===== config.mk =====
export PLATFORM = sky130hd
export DESIGN_NAME = cfo_est_seq_flat
export DESIGN_NICKNAME = d
export VERILOG_FILES = /design/src/rtl/cfo_est_seq_pkg.sv /design/src/rtl/cfo_est_seq_if.sv /design/src/rtl/cfo_est_seq_phase_cnt.sv /design/src/rtl/cfo_est_seq.sv /design/src/flat_wrapper.sv
export SDC_FILE = /design/constraint.sdc
export NUM_CORES = 1
export LEC_CHECK = 0
export ABC_CLOCK_PERIOD_IN_PS = 8000
export BUFFER_PORTS_ARGS = -buffer_cell sky130_fd_sc_hd__buf_2
export CAP_MARGIN = 25
export CORE_AREA = 2 2 46 90
export CTS_BUF_LIST = sky130_fd_sc_hd__clkbuf_2
export CTS_CLUSTER_SIZE = 14
export DETAILED_ROUTE_END_ITERATION = 10
export DIE_AREA = 0 0 48 92
export PLACE_DENSITY = 0.84
export SLEW_MARGIN = 10
export SYNTH_ARGS = -nofsm -noshare
export SYNTH_HDL_FRONTEND = slang
export SYNTH_SLANG_ARGS = --single-unit

===== constraint.sdc =====
create_clock -name clk -period 8 [get_ports clk]
set_clock_uncertainty 0.05 [all_clocks]
set_input_delay 0.8 -clock clk [delete_from_list [all_inputs] [get_ports clk]]
set_output_delay 0.8 -clock clk [all_outputs]
set_load 0.05 [all_outputs]

===== src/rtl/cfo_est_seq_pkg.sv =====
// Shared state encoding and default timing constants for the CFO-estimation sequencer.
package cfo_est_seq_pkg;

    typedef enum logic [2:0] {
        ST_IDLE,
        ST_GUARD,
        ST_ACCUM,
        ST_ANGLE,
        ST_DONE
    } state_e;

    localparam int ACC_LEN_DEF = 64;
    localparam int GUARD_DEF   = 16;
    localparam int TIMEOUT_DEF = 255;

endpackage


===== src/rtl/cfo_est_seq_if.sv =====
// Control/status bundle between packet detect, the sequencer and the accumulator/angle blocks.
interface cfo_est_seq_if #(
    parameter int N = 12
) ();

    logic         start;
    logic         abort;
    logic         sample_valid;
    logic [N-1:0] win_len;
    logic         angle_done;
    logic         busy;
    logic         acc_clr;
    logic         acc_en;
    logic [N-1:0] sample_idx;
    logic         angle_start;
    logic         est_valid;
    logic         timeout_err;

    modport master (
        output start, abort, sample_valid, win_len, angle_done,
        input  busy, acc_clr, acc_en, sample_idx, angle_start, est_valid, timeout_err
    );

    modport slave (
        input  start, abort, sample_valid, win_len, angle_done,
        output busy, acc_clr, acc_en, sample_idx, angle_start, est_valid, timeout_err
    );

endinterface


===== src/rtl/cfo_est_seq_phase_cnt.sv =====
// N-bit up counter with synchronous clear/enable; hit_o flags cnt == term_i combinationally.
module phase_cnt #(
    parameter int N = 12
) (
    input  logic         clk,
    input  logic         rst,
    input  logic         clr_i,
    input  logic         en_i,
    input  logic [N-1:0] term_i,
    output logic [N-1:0] cnt_o,
    output logic         hit_o
);

    logic [N-1:0] cnt_q;
    logic [N-1:0] cnt_d;

    always_comb begin
        cnt_d = cnt_q;
        if (clr_i)
            cnt_d = '0;
        else if (en_i)
            cnt_d = cnt_q + N'(1);
    end

    always_ff @(posedge clk) begin
        if (rst)
            cnt_q <= '0;
        else
            cnt_q <= cnt_d;
    end

    assign cnt_o = cnt_q;
    assign hit_o = (cnt_q == term_i);

endmodule


===== src/rtl/cfo_est_seq.sv =====
// CFO-estimation sequencer: guard skip, windowed accumulate, angle launch with watchdog.
// All pulses are registered; only acc_en and sample_idx are decoded combinationally.
module cfo_est_seq
    import cfo_est_seq_pkg::*;
#(
    parameter int N       = 12,
    parameter int GUARD   = GUARD_DEF,
    parameter int ACC_LEN = ACC_LEN_DEF,
    parameter int TIMEOUT = TIMEOUT_DEF
) (
    input  logic          clk,
    input  logic          rst,
    cfo_est_seq_if.slave  bus
);

    state_e       state_q, state_d;
    logic [N-1:0] len_q, len_d;
    logic [N-1:0] cnt;
    logic [N-1:0] term;
    logic         cnt_en;
    logic         cnt_clr;
    logic         cnt_hit;

    logic busy_q, busy_d;
    logic acc_clr_q, acc_clr_d;
    logic angle_start_q, angle_start_d;
    logic est_valid_q, est_valid_d;
    logic timeout_err_q, timeout_err_d;

    always_comb begin
        state_d       = state_q;
        len_d         = len_q;
        term          = '0;
        cnt_en        = 1'b0;
        acc_clr_d     = 1'b0;
        timeout_err_d = 1'b0;

        case (state_q)
            ST_IDLE: begin
                if (bus.start) begin
                    len_d     = (bus.win_len == '0) ? N'(ACC_LEN) : bus.win_len;
                    acc_clr_d = 1'b1;
                    state_d   = (GUARD == 0) ? ST_ACCUM : ST_GUARD;
                end
            end
            ST_GUARD: begin
                term   = N'(GUARD - 1);
                cnt_en = bus.sample_valid;
                if (bus.sample_valid && cnt_hit)
                    state_d = ST_ACCUM;
            end
            ST_ACCUM: begin
                term   = len_q - N'(1);
                cnt_en = bus.sample_valid;
                if (bus.sample_valid && cnt_hit)
                    state_d = ST_ANGLE;
            end
            ST_ANGLE: begin
                term   = N'(TIMEOUT);
                cnt_en = 1'b1;
                // A completion arriving on the last watchdog cycle still counts as success.
                if (bus.angle_done) begin
                    state_d = ST_DONE;
                end else if (cnt_hit) begin
                    state_d       = ST_IDLE;
                    timeout_err_d = 1'b1;
                end
            end
            ST_DONE: state_d = ST_IDLE;
            default: state_d = ST_IDLE;
        endcase

        // Abort overrides everything, including a start seen in the same cycle.
        if (bus.abort) begin
            state_d       = ST_IDLE;
            len_d         = len_q;
            acc_clr_d     = 1'b0;
            timeout_err_d = 1'b0;
        end
    end

    assign cnt_clr       = (state_d != state_q);
    assign busy_d        = (state_d != ST_IDLE);
    assign angle_start_d = (state_d == ST_ANGLE) && (state_q != ST_ANGLE);
    assign est_valid_d   = (state_d == ST_DONE);

    always_ff @(posedge clk) begin
        if (rst) begin
            state_q       <= ST_IDLE;
            len_q         <= '0;
            busy_q        <= 1'b0;
            acc_clr_q     <= 1'b0;
            angle_start_q <= 1'b0;
            est_valid_q   <= 1'b0;
            timeout_err_q <= 1'b0;
        end else begin
            state_q       <= state_d;
            len_q         <= len_d;
            busy_q        <= busy_d;
            acc_clr_q     <= acc_clr_d;
            angle_start_q <= angle_start_d;
            est_valid_q   <= est_valid_d;
            timeout_err_q <= timeout_err_d;
        end
    end

    phase_cnt #(.N(N)) u_phase_cnt (
        .clk    (clk),
        .rst    (rst),
        .clr_i  (cnt_clr),
        .en_i   (cnt_en),
        .term_i (term),
        .cnt_o  (cnt),
        .hit_o  (cnt_hit)
    );

    assign bus.busy        = busy_q;
    assign bus.acc_clr     = acc_clr_q;
    assign bus.angle_start = angle_start_q;
    assign bus.est_valid   = est_valid_q;
    assign bus.timeout_err = timeout_err_q;
    assign bus.acc_en      = (state_q == ST_ACCUM) && bus.sample_valid;
    assign bus.sample_idx  = (state_q == ST_ACCUM) ? cnt : '0;

endmodule


===== src/flat_wrapper.sv =====
// flat-port wrapper written by rule: the top's interface ports become plain ports
module cfo_est_seq_flat import cfo_est_seq_pkg::*;
#(
    parameter int N       = 12,
    parameter int GUARD   = GUARD_DEF,
    parameter int ACC_LEN = ACC_LEN_DEF,
    parameter int TIMEOUT = TIMEOUT_DEF
)
  (clk, rst, bus_start, bus_abort, bus_sample_valid, bus_win_len, bus_angle_done, bus_busy, bus_acc_clr, bus_acc_en, bus_sample_idx, bus_angle_start, bus_est_valid, bus_timeout_err);
  cfo_est_seq_if #(.N(N)) bus_i ();
  input  logic clk;
  input  logic rst;
  input wire logic [$bits(bus_i.start)-1:0] bus_start;
  input wire logic [$bits(bus_i.abort)-1:0] bus_abort;
  input wire logic [$bits(bus_i.sample_valid)-1:0] bus_sample_valid;
  input wire logic [$bits(bus_i.win_len)-1:0] bus_win_len;
  input wire logic [$bits(bus_i.angle_done)-1:0] bus_angle_done;
  output wire logic [$bits(bus_i.busy)-1:0] bus_busy;
  output wire logic [$bits(bus_i.acc_clr)-1:0] bus_acc_clr;
  output wire logic [$bits(bus_i.acc_en)-1:0] bus_acc_en;
  output wire logic [$bits(bus_i.sample_idx)-1:0] bus_sample_idx;
  output wire logic [$bits(bus_i.angle_start)-1:0] bus_angle_start;
  output wire logic [$bits(bus_i.est_valid)-1:0] bus_est_valid;
  output wire logic [$bits(bus_i.timeout_err)-1:0] bus_timeout_err;
  assign bus_i.start = bus_start;
  assign bus_i.abort = bus_abort;
  assign bus_i.sample_valid = bus_sample_valid;
  assign bus_i.win_len = bus_win_len;
  assign bus_i.angle_done = bus_angle_done;
  assign bus_busy = bus_i.busy;
  assign bus_acc_clr = bus_i.acc_clr;
  assign bus_acc_en = bus_i.acc_en;
  assign bus_sample_idx = bus_i.sample_idx;
  assign bus_angle_start = bus_i.angle_start;
  assign bus_est_valid = bus_i.est_valid;
  assign bus_timeout_err = bus_i.timeout_err;
  cfo_est_seq #(.N(N), .GUARD(GUARD), .ACC_LEN(ACC_LEN), .TIMEOUT(TIMEOUT)) u_core (.clk(clk), .rst(rst), .bus(bus_i));
endmodule

==> results of run 1 <==
metal layers:
layer | vias up | part of all wire
li1 | 1024 | -
met2 | 59 | 0.56
met5 | - | 0
met1 | 980 | 0.37
met4 | 0 | 0.037
met3 | 17 | 0.033
metrics by stage:
step / instance area, um2 / hold WS, ps
after global routing: 2430 / 518
final: 2430 / 502
after detailed placement: 2390 / 471
after CTS: 2430 / 512
after floorplan: 2240 / 423
after global placement: 2390 / 449
worst max-delay path, cell delays in order, from the launching register on:
cell and delay (ps):
sky130_fd_sc_hd__dfxtp_1 560, sky130_fd_sc_hd__nand2b_1 370, sky130_fd_sc_hd__nor2_1 660, sky130_fd_sc_hd__o21ai_0 260, sky130_fd_sc_hd__xnor2_1 210, sky130_fd_sc_hd__or4_1 480, sky130_fd_sc_hd__o31ai_4 310, sky130_fd_sc_hd__and3_1 640
sky130_fd_sc_hd__nor4_2 110
cells by family after synthesis:
family / count (synthesis) / share of synthesized area
AOI/OAI and AO/OA: 43 / 0.147
and+or+nand+nor: 127 / 0.354
xor gates and xnor gates: 17 / 0.0664
buffers and inverters: 29 / 0.0631
adders and majority gates: 2 / 0.0112
DFF: 32 / 0.286
muxes: 16 / 0.0720
state kept, by name (all words and copies together) (netlist names):
name / count
u_core.len_q: 12
u_core.u_phase_cnt.cnt_o: 12
u_core.state_q: 3
u_core.bus.acc_clr: 1
u_core.bus.angle_start: 1
u_core.bus.busy: 1
u_core.bus.est_valid: 1
u_core.bus.timeout_err: 1
power by group through the flow:
stage	combinational, mW	clock, mW	sequential [mW]
after floorplan	0.0793	0	0.175
after global placement	0.0932	0	0.176
after detailed placement	0.0951	0	0.176
after CTS	0.0952	0.0787	0.173
after global routing	0.105	0.0862	0.174
final	0.0958	0.0755	0.173
cell type report:
class | count | area share
Clock inverter | 3 | 0.00566
Sequential cell | 32 | 0.264
Inverter | 10 | 0.0154
Tap cell | 51 | 0.0263
Multi-Input combinational cell | 205 | 0.600
Clock buffer | 5 | 0.0103
Timing Repair Buffer | 37 | 0.0783
placed cells by master (no fill, tap or decap), types with 7 or more instances in the layout:
cell type	instances
sky130_fd_sc_hd__nor2_1	33
sky130_fd_sc_hd__nand3_1	8
sky130_fd_sc_hd__xor2_1	10
sky130_fd_sc_hd__inv_1	10
sky130_fd_sc_hd__nor4_1	8
sky130_fd_sc_hd__xnor2_1	7
sky130_fd_sc_hd__buf_2	35
sky130_fd_sc_hd__dfxtp_1	32
sky130_fd_sc_hd__nor4_2	12
sky130_fd_sc_hd__mux2i_1	15
sky130_fd_sc_hd__and2_1	11
sky130_fd_sc_hd__nand2_1	14
path summary, 6_finish.rpt:
| kind | startpoint | end | slack (ps) | depth (start not counted) |
|---|---|---|---|---|
| max | u_core.state_q[1] | u_core.u_phase_cnt.cnt_o[4] | 4210 | 8 |
| min | u_core.len_q[11] | u_core.len_q[11] | 500 | 2 |
| max reg2reg | u_core.state_q[1] | u_core.u_phase_cnt.cnt_o[4] | 4210 | 8 |
| min reg2reg | u_core.len_q[11] | u_core.len_q[11] | 500 | 2 |
==> flow_metrics.tcl, run 1 <==
set metrics [dict create \
    synth.most_common_cell "sky130_fd_sc_hd__nor2_1" \
    deepest_level_of_the_cts_h_tree 2 \
    synth_largest_area_cell "sky130_fd_sc_hd__dfxtp_1" \
    setup_repair_after_global_routing_missed_its_margin "false" \
    timing.fmax_mhz 264 \
    hold_path.class "reg -> reg" \
    final_min_period_ps 3790 \
    num-fill-cells 341 \
    avgRoutedWirePerCell_um 15.7 \
    grt_busiest_layer "met2" \
    area.growth.synth_to_final_pct 8.43 \
    worstPathMaxFanout 14 \
    io-pin-count 36 \
    post-layout-total-power_mw 0.344 \
    power.sequential.fraction 0.503 \
    postSynth.topFlopCell "sky130_fd_sc_hd__dfxtp_1" \
    port-buffer-count 35 \
    switching_share_of_power 0.355 \
    die_h_um 92 \
    drc_errors 0 \
    cts-buffers-inserted 5 \
    post-dp-hpwl_um 4120 \
    count_of_maximum_capacitance_violations 0 \
    netlist_instances 266 \
    globalplace.congestion 0.924 \
    post_synth_instance_area_um2 2240 \
    power.switching_mw 0.122 \
    arrival_ps 3970 \
    antenna_violating_nets_post_route 0 \
    synth-seq-cells 32 \
    wl_um 5380 \
    report.final.setup_viol 0 \
    setup_slack_ps 4210 \
    ctsRootBufferMaster "sky130_fd_sc_hd__clkbuf_2" \
    use_met2 0.462 \
    cts.clk_slew.worst_paths_ps 190 \
    report.final.slew_viol_count 0 \
    timing.final.hold_violations 0 \
    worst_setup_path_start_kind "register" \
    cts.sinks 32 \
    timing.final.crit_share 0.474 \
    slew_headroom 0.446 \
    initialDrtViolationCount 72 \
    finalCoreUtilization 0.639 \
    dpl.cell_count 335 \
    clock_path_buffers 2 \
    internal_power_mw 0.222 \
    ys_top_cells_by_area "sky130_fd_sc_hd__dfxtp_1 29%, sky130_fd_sc_hd__mux2i_1 6.7%, sky130_fd_sc_hd__nor4_2 6.7%" \
    number_of_global_route_vias_before_repair 1979 \
    worstPathRequired_ps 8180 \
    grt_overflow 0 \
    synth.yosys.warnings 0 \
    insertion_delay_ps 390 \
    yosysSeqAreaShare 0.286 \
    setup.worst_path.end_class "register" \
    cts_hold_buf 0 \
    grt_max_degree 20 \
    synthesis.area_per_instance_um2 8.42 \
    finish.cell_count_without_fillers 343 \
    pwr_density_cell_nw_per_um2 142 \
    core_area_um2 3800 \
    met3_usage 0.0591 \
    post_route_cells_drive_above_1_share 0.229 \
    area_of_combinational_cells_with_multiple_inputs_um2 1460 \
    global_route_wire_length_before_repair_um 8740 \
    post-cts-setup-buffers 0 \
    clock_tree_from_tritoncts "built" \
    path_type_of_the_worst_setup_path "reg -> reg" \
    synthesis.nets 286 \
    run_status "complete, no violations" \
    worst-slew-pin-transition_ps 831 \
    grt.met1_usage 0.283 \
    rows 32 \
    globalRouteTotalUtil 0.272 \
    initial_utilization 0.589 \
    die_x_um 48 \
    fin_nets 311 \
    p_leak_nw 0.970 \
    vdd.ir_drop.worst_mv 0.119 \
    synth.lib_cells_used.distinct 54 \
    detailroute.via_count 2080 \
    diodes 0 \
    final-seq-area_um2 641 \
    number_of_enable_flip_flop_cells_after_synthesis 0 \
    ctsResizeCount 0 \
    grt_antenna_before_repair 0 \
    via_per_inst 6.06 \
    firstDrtPassIters 4 \
    synth_largest_type_area_fraction 0.286 \
    async_reset_ff_frac 0 \
    detailedPlace.worstSlack_ps 4240 \
    power.share.clock 0.219 \
    floorplan.die_area_um2 4420 \
    setup_tns_ps 0 \
    post_synth_most_frequent_cells "33 x sky130_fd_sc_hd__nor2_1, 32 x sky130_fd_sc_hd__dfxtp_1, 15 x sky130_fd_sc_hd__mux2i_1, 14 x sky130_fd_sc_hd__nand2_1, 12 x sky130_fd_sc_hd__nor4_2" \
    power.combinational.fraction 0.278 \
]
No activity file was read; power rests on OpenSTA's default activity.
==> run 2, diff against run 1 <==
--- a/config.mk
+++ b/config.mk
@@ -5,15 +5,15 @@
 export SDC_FILE = /design/constraint.sdc
 export NUM_CORES = 1
 export LEC_CHECK = 0
-export ABC_CLOCK_PERIOD_IN_PS = 8000
+export ABC_CLOCK_PERIOD_IN_PS = 3750
 export BUFFER_PORTS_ARGS = -buffer_cell sky130_fd_sc_hd__buf_2
 export CAP_MARGIN = 25
-export CORE_AREA = 2 2 46 90
+export CORE_AREA = 2 2 47 93
 export CTS_BUF_LIST = sky130_fd_sc_hd__clkbuf_2
 export CTS_CLUSTER_SIZE = 14
 export DETAILED_ROUTE_END_ITERATION = 10
-export DIE_AREA = 0 0 48 92
-export PLACE_DENSITY = 0.84
+export DIE_AREA = 0 0 49 95
+export PLACE_DENSITY = 0.8
 export SLEW_MARGIN = 10
 export SYNTH_ARGS = -nofsm -noshare
 export SYNTH_HDL_FRONTEND = slang
==> constraint.sdc (replaced) <==
create_clock -name clk -period 3.75 [get_ports clk]
set_clock_uncertainty 0.05 [all_clocks]
set_input_delay 0.375 -clock clk [delete_from_list [all_inputs] [get_ports clk]]
set_output_delay 0.375 -clock clk [all_outputs]
set_load 0.05 [all_outputs]
==> run 2 against run 1 <==
Sequential share of layout area down 0.35 points; clock power up 100%; design area up 1.3%; power up 110%; sequential cell count unchanged; cell count up 1.2%; via count up 3.2%; critical path depth up 3; maximum frequency up 7.0%; sequential power up 110%; global-route usage down 3.0 points; die area up 5.4%; critical path type unchanged; largest cell class unchanged; largest power group unchanged.
==> flow_metrics.tcl, run 2 (synthesis gave the netlist of run 1 again) <==
set metrics [dict create \
    final_min_period_ps 3540 \
    timing.final.crit_share 0.945 \
    critPathTopFamily "simple AND/OR/NAND/NOR gates" \
    via_per_inst 6.19 \
    post-layout-total-power_mw 0.732 \
    ctsRootBufferMaster "sky130_fd_sc_hd__clkbuf_2" \
    hold_path.class "in -> reg" \
    arrival_ps 3760 \
    crit_path_max_incr_delay_ps 620 \
    path_type_of_the_worst_setup_path "reg -> reg" \
    initialDrtViolationCount 78 \
    reg2reg_depth 11 \
    clock_path_buffers 2 \
    slowest_stage "sky130_fd_sc_hd__or4_1" \
    area.growth.synth_to_final_pct 9.88 \
    worstPathMaxFanout 12 \
    count_of_maximum_capacitance_violations 0 \
    io-pin-count 36 \
    report.final.setup_viol 0 \
    placedInstanceArea_um2 2420 \
    worst_setup_path_start_kind "register" \
    global_route_wire_length_before_repair_um 8840 \
    globalplace.congestion 0.939 \
    number_of_global_route_vias_before_repair 1998 \
    cts.sinks 32 \
    initial_utilization 0.560 \
    num-fill-cells 374 \
    run_status "complete, no violations" \
    report.final.slew_viol_count 0 \
    setup_tns_ps 0 \
    timing.fmax_mhz 282 \
    core_area_um2 4010 \
    post-dp-hpwl_um 4060 \
    worstPathBufferInverterCount 2 \
    grt_antenna_before_repair 0 \
    final_area_um2 2460 \
    chain_of_cells_forming_the_critical_path "inv_1 > ha_1 > or4b_1 > o31a_1 > o211ai_1 > o311ai_1 > or4_1 > o31ai_4 > and3_1 > buf_4 > nor4_1" \
    worst_hold_path.num_cells 2 \
    pwr_density_cell_nw_per_um2 297 \
    wl_um 5360 \
    globalRouteTotalUtil 0.243 \
    antenna_violating_nets_post_route 0 \
    cp_num_cells 11 \
    cts.clk_slew.worst_paths_ps 160 \
    grt_overflow 0 \
    rows 33 \
    worst-slew-pin-transition_ps 567 \
    detailroute.via_count 2147 \
    timing.final.hold_violations 0 \
    avgRoutedWirePerCell_um 15.4 \
    die_h_um 95 \
    die_x_um 49 \
    worstPathRequired_ps 3970 \
    firstDrtPassIters 5 \
    deepest_level_of_the_cts_h_tree 2 \
    most_common_library_cell_in_the_layout_ignoring_fill_and_taps "sky130_fd_sc_hd__buf_2" \
    floorplan.die_area_um2 4660 \
    insertion_delay_ps 380 \
    fin_nets 315 \
    diodes 0 \
    cts-buffers-inserted 5 \
    post_route_cells_drive_above_1_share 0.234 \
    timing.hold.ws_ps 151 \
    setup_repair_after_global_routing_missed_its_margin "false" \
    setup.worst_path.end_class "register" \
    clock_tree_from_tritoncts "built" \
    layout_common_cells "35 x sky130_fd_sc_hd__buf_2, 33 x sky130_fd_sc_hd__nor2_1, 32 x sky130_fd_sc_hd__dfxtp_1" \
    detailedPlace.worstSlack_ps 151 \
    setup_slack_ps 206 \
    vdd.ir_drop.worst_mv 0.200 \
    grt_max_degree 20 \
    drc_errors 0 \
    slew_headroom 0.622 \
    port-buffer-count 35 \
    post-cts-setup-buffers 0 \
    p_leak_nw 0.986 \
]
-- run 2: changes by cell type in the layout (fill, tap and decap cells not counted), sizes merged --
| cell | before | now |
|---|---|---|
| buf | 37 | 41 |
| clkinv | 3 | 2 |
-- run 2: worst paths after layout --
| path | slack (ps) | end | start |
|---|---|---|---|
| max | 210 | u_core.u_phase_cnt.cnt_o[11] | u_core.len_q[0] |
| max reg2reg | 210 | u_core.u_phase_cnt.cnt_o[11] | u_core.len_q[0] |
| min | 150 | u_core.bus.timeout_err | bus_angle_done |
| min reg2reg | 530 | u_core.len_q[8] | u_core.len_q[8] |
-- run 2: layout make-up --
cell class                      instances  area (um2)  share of cell area
Multi-Input combinational cell        205        1470               0.596
Clock inverter                          2        7.51             0.00305
Tap cell                               52        65.1              0.0264
Timing Repair Buffer                   41         220              0.0894
Inverter                               10        37.5              0.0152
Sequential cell                        32         641               0.260
Clock buffer                            5        25.0              0.0102
-- run 2: through the flow --
| step | util | instances |
|---|---|---|
| 2_1_floorplan | - | 266 |
| 3_3_place_gp | 0.605 | 340 |
| 3_5_place_dp | 0.605 | 340 |
| 4_1_cts | 0.613 | 347 |
| 5_1_grt | 0.615 | 347 |
| 6_report | 0.615 | 347 |
-- run 2: per-layer routing --
metal  up-vias  track usage  part of all wire
met2        97        0.437              0.51
met4         0        0.157             0.048
li1       1033            -                 -
met5         -            0                 0
met3        31       0.0506             0.054
met1       986        0.249              0.39
-- run 2: where the power goes --
part	total (mW)	switching (mW)	internal (mW)
Sequential	0.367	0.0159	0.351
Combinational	0.212	0.126	0.0856
Clock	0.153	0.114	0.0383
Total	0.732	0.257	0.475
-- run 2: timing repair --
| item | CTS | global route |
|---|---|---|
| gates resized for setup | 0 | 1 |
| endpoints found under the setup margin | 0 | 12 |
| hold buffers | 0 | 0 |
==> run 3, diff against run 2 <==
--- a/config.mk
+++ b/config.mk
@@ -5,14 +5,14 @@
 export SDC_FILE = /design/constraint.sdc
 export NUM_CORES = 1
 export LEC_CHECK = 0
+export ABC_AREA = 1
 export ABC_CLOCK_PERIOD_IN_PS = 3750
 export BUFFER_PORTS_ARGS = -buffer_cell sky130_fd_sc_hd__buf_2
-export CAP_MARGIN = 25
-export CORE_AREA = 2 2 47 93
+export CORE_AREA = 2 2 46 90
 export CTS_BUF_LIST = sky130_fd_sc_hd__clkbuf_2
 export CTS_CLUSTER_SIZE = 14
 export DETAILED_ROUTE_END_ITERATION = 10
-export DIE_AREA = 0 0 49 95
+export DIE_AREA = 0 0 48 92
 export PLACE_DENSITY = 0.8
 export SLEW_MARGIN = 10
 export SYNTH_ARGS = -nofsm -noshare
==> run 3 against run 2 <==
Synthesized area decreased by 6.6%; design area decreased by 5.4%; hold slack improved by 96 ps; die area decreased by 5.1%; sequential power decreased by 2%; non-clock buffer count decreased by 6; power decreased by 6.9%; sequential share of layout area increased by 1.5 points; maximum frequency increased by 19%; synthesized cell count increased by 20%; first-iteration DRC count decreased by 36%; largest cell class unchanged; largest power group unchanged.
==> flow_metrics.tcl, run 3 <==
set metrics [dict create \
    run_status "complete, no violations" \
    grt_antenna_before_repair 0 \
    path_type_of_the_worst_setup_path "reg -> reg" \
    synth.most_common_cell "sky130_fd_sc_hd__nand2_1" \
    p_leak_nw 1.11 \
    post-layout-total-power_mw 0.681 \
    pwr_density_cell_nw_per_um2 292 \
    globalplace.congestion 0.912 \
    fin_nets 373 \
    crit_path_max_incr_delay_ps 480 \
    insertion_delay_ps 360 \
    report.final.slew_viol_count 0 \
    ctsResizeCount 0 \
    post-cts-setup-buffers 0 \
    area_fraction_in_and_or_nand_and_nor_cells_after_synthesis 0.472 \
    grt_max_degree 26 \
    clock_tree_from_tritoncts "built" \
    rows 32 \
    floorplan.die_area_um2 4420 \
    power.sequential.fraction 0.530 \
    dominant_combinational_cell_family_by_area_after_synthesis "simple AND/OR/NAND/NOR gates" \
    post_synth_instance_area_um2 2090 \
    via_per_inst 5.20 \
    count_of_maximum_capacitance_violations 0 \
    finish.cell_count_without_fillers 405 \
    deepest_level_of_the_cts_h_tree 2 \
    final_min_period_ps 2980 \
    timing.fmax_mhz 335 \
    core_area_um2 3800 \
    synthesis.area_per_instance_um2 6.58 \
    globalRouteTotalUtil 0.231 \
    switching_share_of_power 0.335 \
    detailroute.via_count 2106 \
    worstPathRequired_ps 3980 \
    setup.worst_path.end_class "register" \
    postSynth.topFlopCell "sky130_fd_sc_hd__dfxtp_1" \
    async_reset_ff_frac 0 \
    internal_power_mw 0.453 \
    synthMuxAreaShare 0 \
    compound_gate_portion_of_the_synthesized_area 0.0676 \
    vdd.ir_drop.worst_mv 0.221 \
    slew_headroom 0.521 \
    synth_largest_type_area_fraction 0.306 \
    cts-buffers-inserted 5 \
    cts.sinks 32 \
    initialDrtViolationCount 50 \
    reg2reg_depth 18 \
    power.switching_mw 0.228 \
    layout_common_cells "75 x sky130_fd_sc_hd__nand2_1, 40 x sky130_fd_sc_hd__inv_1, 40 x sky130_fd_sc_hd__nand3_1" \
    netlist_instances 318 \
    number_of_enable_flip_flop_cells_after_synthesis 0 \
    post_route_cells_drive_above_1_share 0.226 \
    worstPathMaxFanout 12 \
    setup_tns_ps 0 \
    dpl.cell_count 397 \
    timing.final.crit_share 0.796 \
    number_of_global_route_vias_before_repair 1949 \
    crit_path_frequent_cell "sky130_fd_sc_hd__nand2_1" \
    arrival_ps 3210 \
    power.combinational.fraction 0.234 \
    synth.yosys.warnings 0 \
    worst_hold_path.num_cells 3 \
    global_route_wire_length_before_repair_um 7600 \
    cts.clk_slew.worst_paths_ps 150 \
    yosysSeqAreaShare 0.306 \
    initial_utilization 0.550 \
    clock_path_buffers 2 \
    power.share.clock 0.236 \
    firstDrtPassIters 4 \
    worst-slew-pin-transition_ps 717 \
    synth-seq-cells 32 \
    ys_top_cells_by_area "sky130_fd_sc_hd__dfxtp_1 31%, sky130_fd_sc_hd__nand2_1 13%, sky130_fd_sc_hd__nand3_1 9.6%" \
    timing.final.hold_violations 0 \
    port-buffer-count 35 \
    chain_of_cells_forming_the_critical_path "inv_1 > ha_1 > nand2_1 > nor2_1 > nand2_1 > nand2_1 > nand3_1 > nand2_1 > nand2_1 > nor2_1 > nand2_1 > nor2_2 > nand4_1 > nand3_1 > nand2_1 > nand2_1 > nand3_1 > nor3_1" \
    cts_hold_buf 0 \
    io-pin-count 36 \
    report.final.setup_viol 0 \
    avgRoutedWirePerCell_um 11.6 \
    area.growth.synth_to_final_pct 11.3 \
    most_common_library_cell_in_the_layout_ignoring_fill_and_taps "sky130_fd_sc_hd__nand2_1" \
    diodes 0 \
    die_h_um 92 \
    setup_repair_after_global_routing_missed_its_margin "false" \
    die_x_um 48 \
    ctsRootBufferMaster "sky130_fd_sc_hd__clkbuf_2" \
    post-dp-hpwl_um 3830 \
    synth.lib_cells_used.distinct 28 \
    worst_setup_path_start_kind "register" \
    antenna_violating_nets_post_route 0 \
    synthesis.nets 338 \
    wl_um 4690 \
    grt_overflow 0 \
    hold_path.class "in -> reg" \
    post_synth_most_frequent_cells "75 x sky130_fd_sc_hd__nand2_1, 40 x sky130_fd_sc_hd__inv_1, 40 x sky130_fd_sc_hd__nand3_1, 39 x sky130_fd_sc_hd__nor2_1, 32 x sky130_fd_sc_hd__dfxtp_1" \
    slowest_stage "sky130_fd_sc_hd__nand3_1" \
    synth_xor_xnor_area_share 0.0419 \
    synth_largest_area_cell "sky130_fd_sc_hd__dfxtp_1" \
    adder_cell_fraction_of_synth_area 0.0120 \
    timing.hold.ws_ps 247 \
    drc_errors 0 \
]
==> run 3: cell types whose count changed in the layout (fill, tap and decap cells not counted), sizes merged, moves of 11 or more <==
cell / before / now
nand2: 14 / 81
inv: 10 / 45
nand3: 8 / 43
nor4: 21 / 3
nor2: 33 / 50
mux2i: 15 / 0
and2: 11 / 0
==> run 3: per-layer routing <==
layer  vias to the layer above  wire length [um]  part of all wire  GRT usage
met4                         0               137             0.029      0.101
met1                       950              1850              0.39      0.221
met3                        12               114             0.024     0.0374
li1                       1100                 -                 -          -
met2                        44              2590              0.55      0.429
met5                         -                 0                 0          0
==> run 3: cell type report <==
type,instances,area (um2)
Tap cell,51,63.8
Clock buffer,7,35.0
Multi-Input combinational cell,234,1240
Timing Repair Buffer,35,175
Fill cell,364,1480
Sequential cell,32,641
Inverter,45,169
Clock inverter,1,3.75
==> run 3: critical path: cells and delay by family, from the launching register on <==
| kind | cells | cell delay, ps |
|---|---|---|
| and+or+nand+nor | 16 | 2140 |
| DFF | 1 | 330 |
| adders and majority gates | 1 | 240 |
| buffers and inverters | 1 | 140 |
==> run 3: per-stage QoR <==
step / cell area (um2) / utilization / setup WS (ps)
after global routing: 2330 / 0.612 / 443
final: 2330 / 0.612 / 766
after floorplan: 2090 / - / 1520
after detailed placement: 2290 / 0.602 / 781
after CTS: 2330 / 0.612 / 770
after global placement: 2290 / 0.602 / 925
==> run 3: path summary, 6_finish.rpt <==
kind / end / slack (ps) / startpoint
worst max-delay path: u_core.u_phase_cnt.cnt_o[11] / 770 / u_core.len_q[0]
worst min-delay path: u_core.len_q[3] / 250 / bus_win_len[3]
worst max register to register: u_core.u_phase_cnt.cnt_o[11] / 770 / u_core.len_q[0]
worst min register to register: u_core.len_q[11] / 440 / u_core.len_q[11]
==> run 3: power groups by stage <==
stage	Clock [mW]	Combinational [mW]	Sequential [mW]
6_report	0.161	0.159	0.361
3_3_place_gp	0	0.155	0.368
3_5_place_dp	0	0.159	0.368
5_1_grt	0.180	0.180	0.363
2_1_floorplan	0	0.122	0.371
4_1_cts	0.166	0.159	0.361
==> run 3: cell families (layout without fill, tap and decap cells) <==
kind of cell	Yosys count	in the layout
AOI/OAI and AO/OA	21	21
buffers and inverters	52	88
DFF	32	32
and+or+nand+nor	201	201
xor gates and xnor gates	10	10
adders and majority gates	2	2
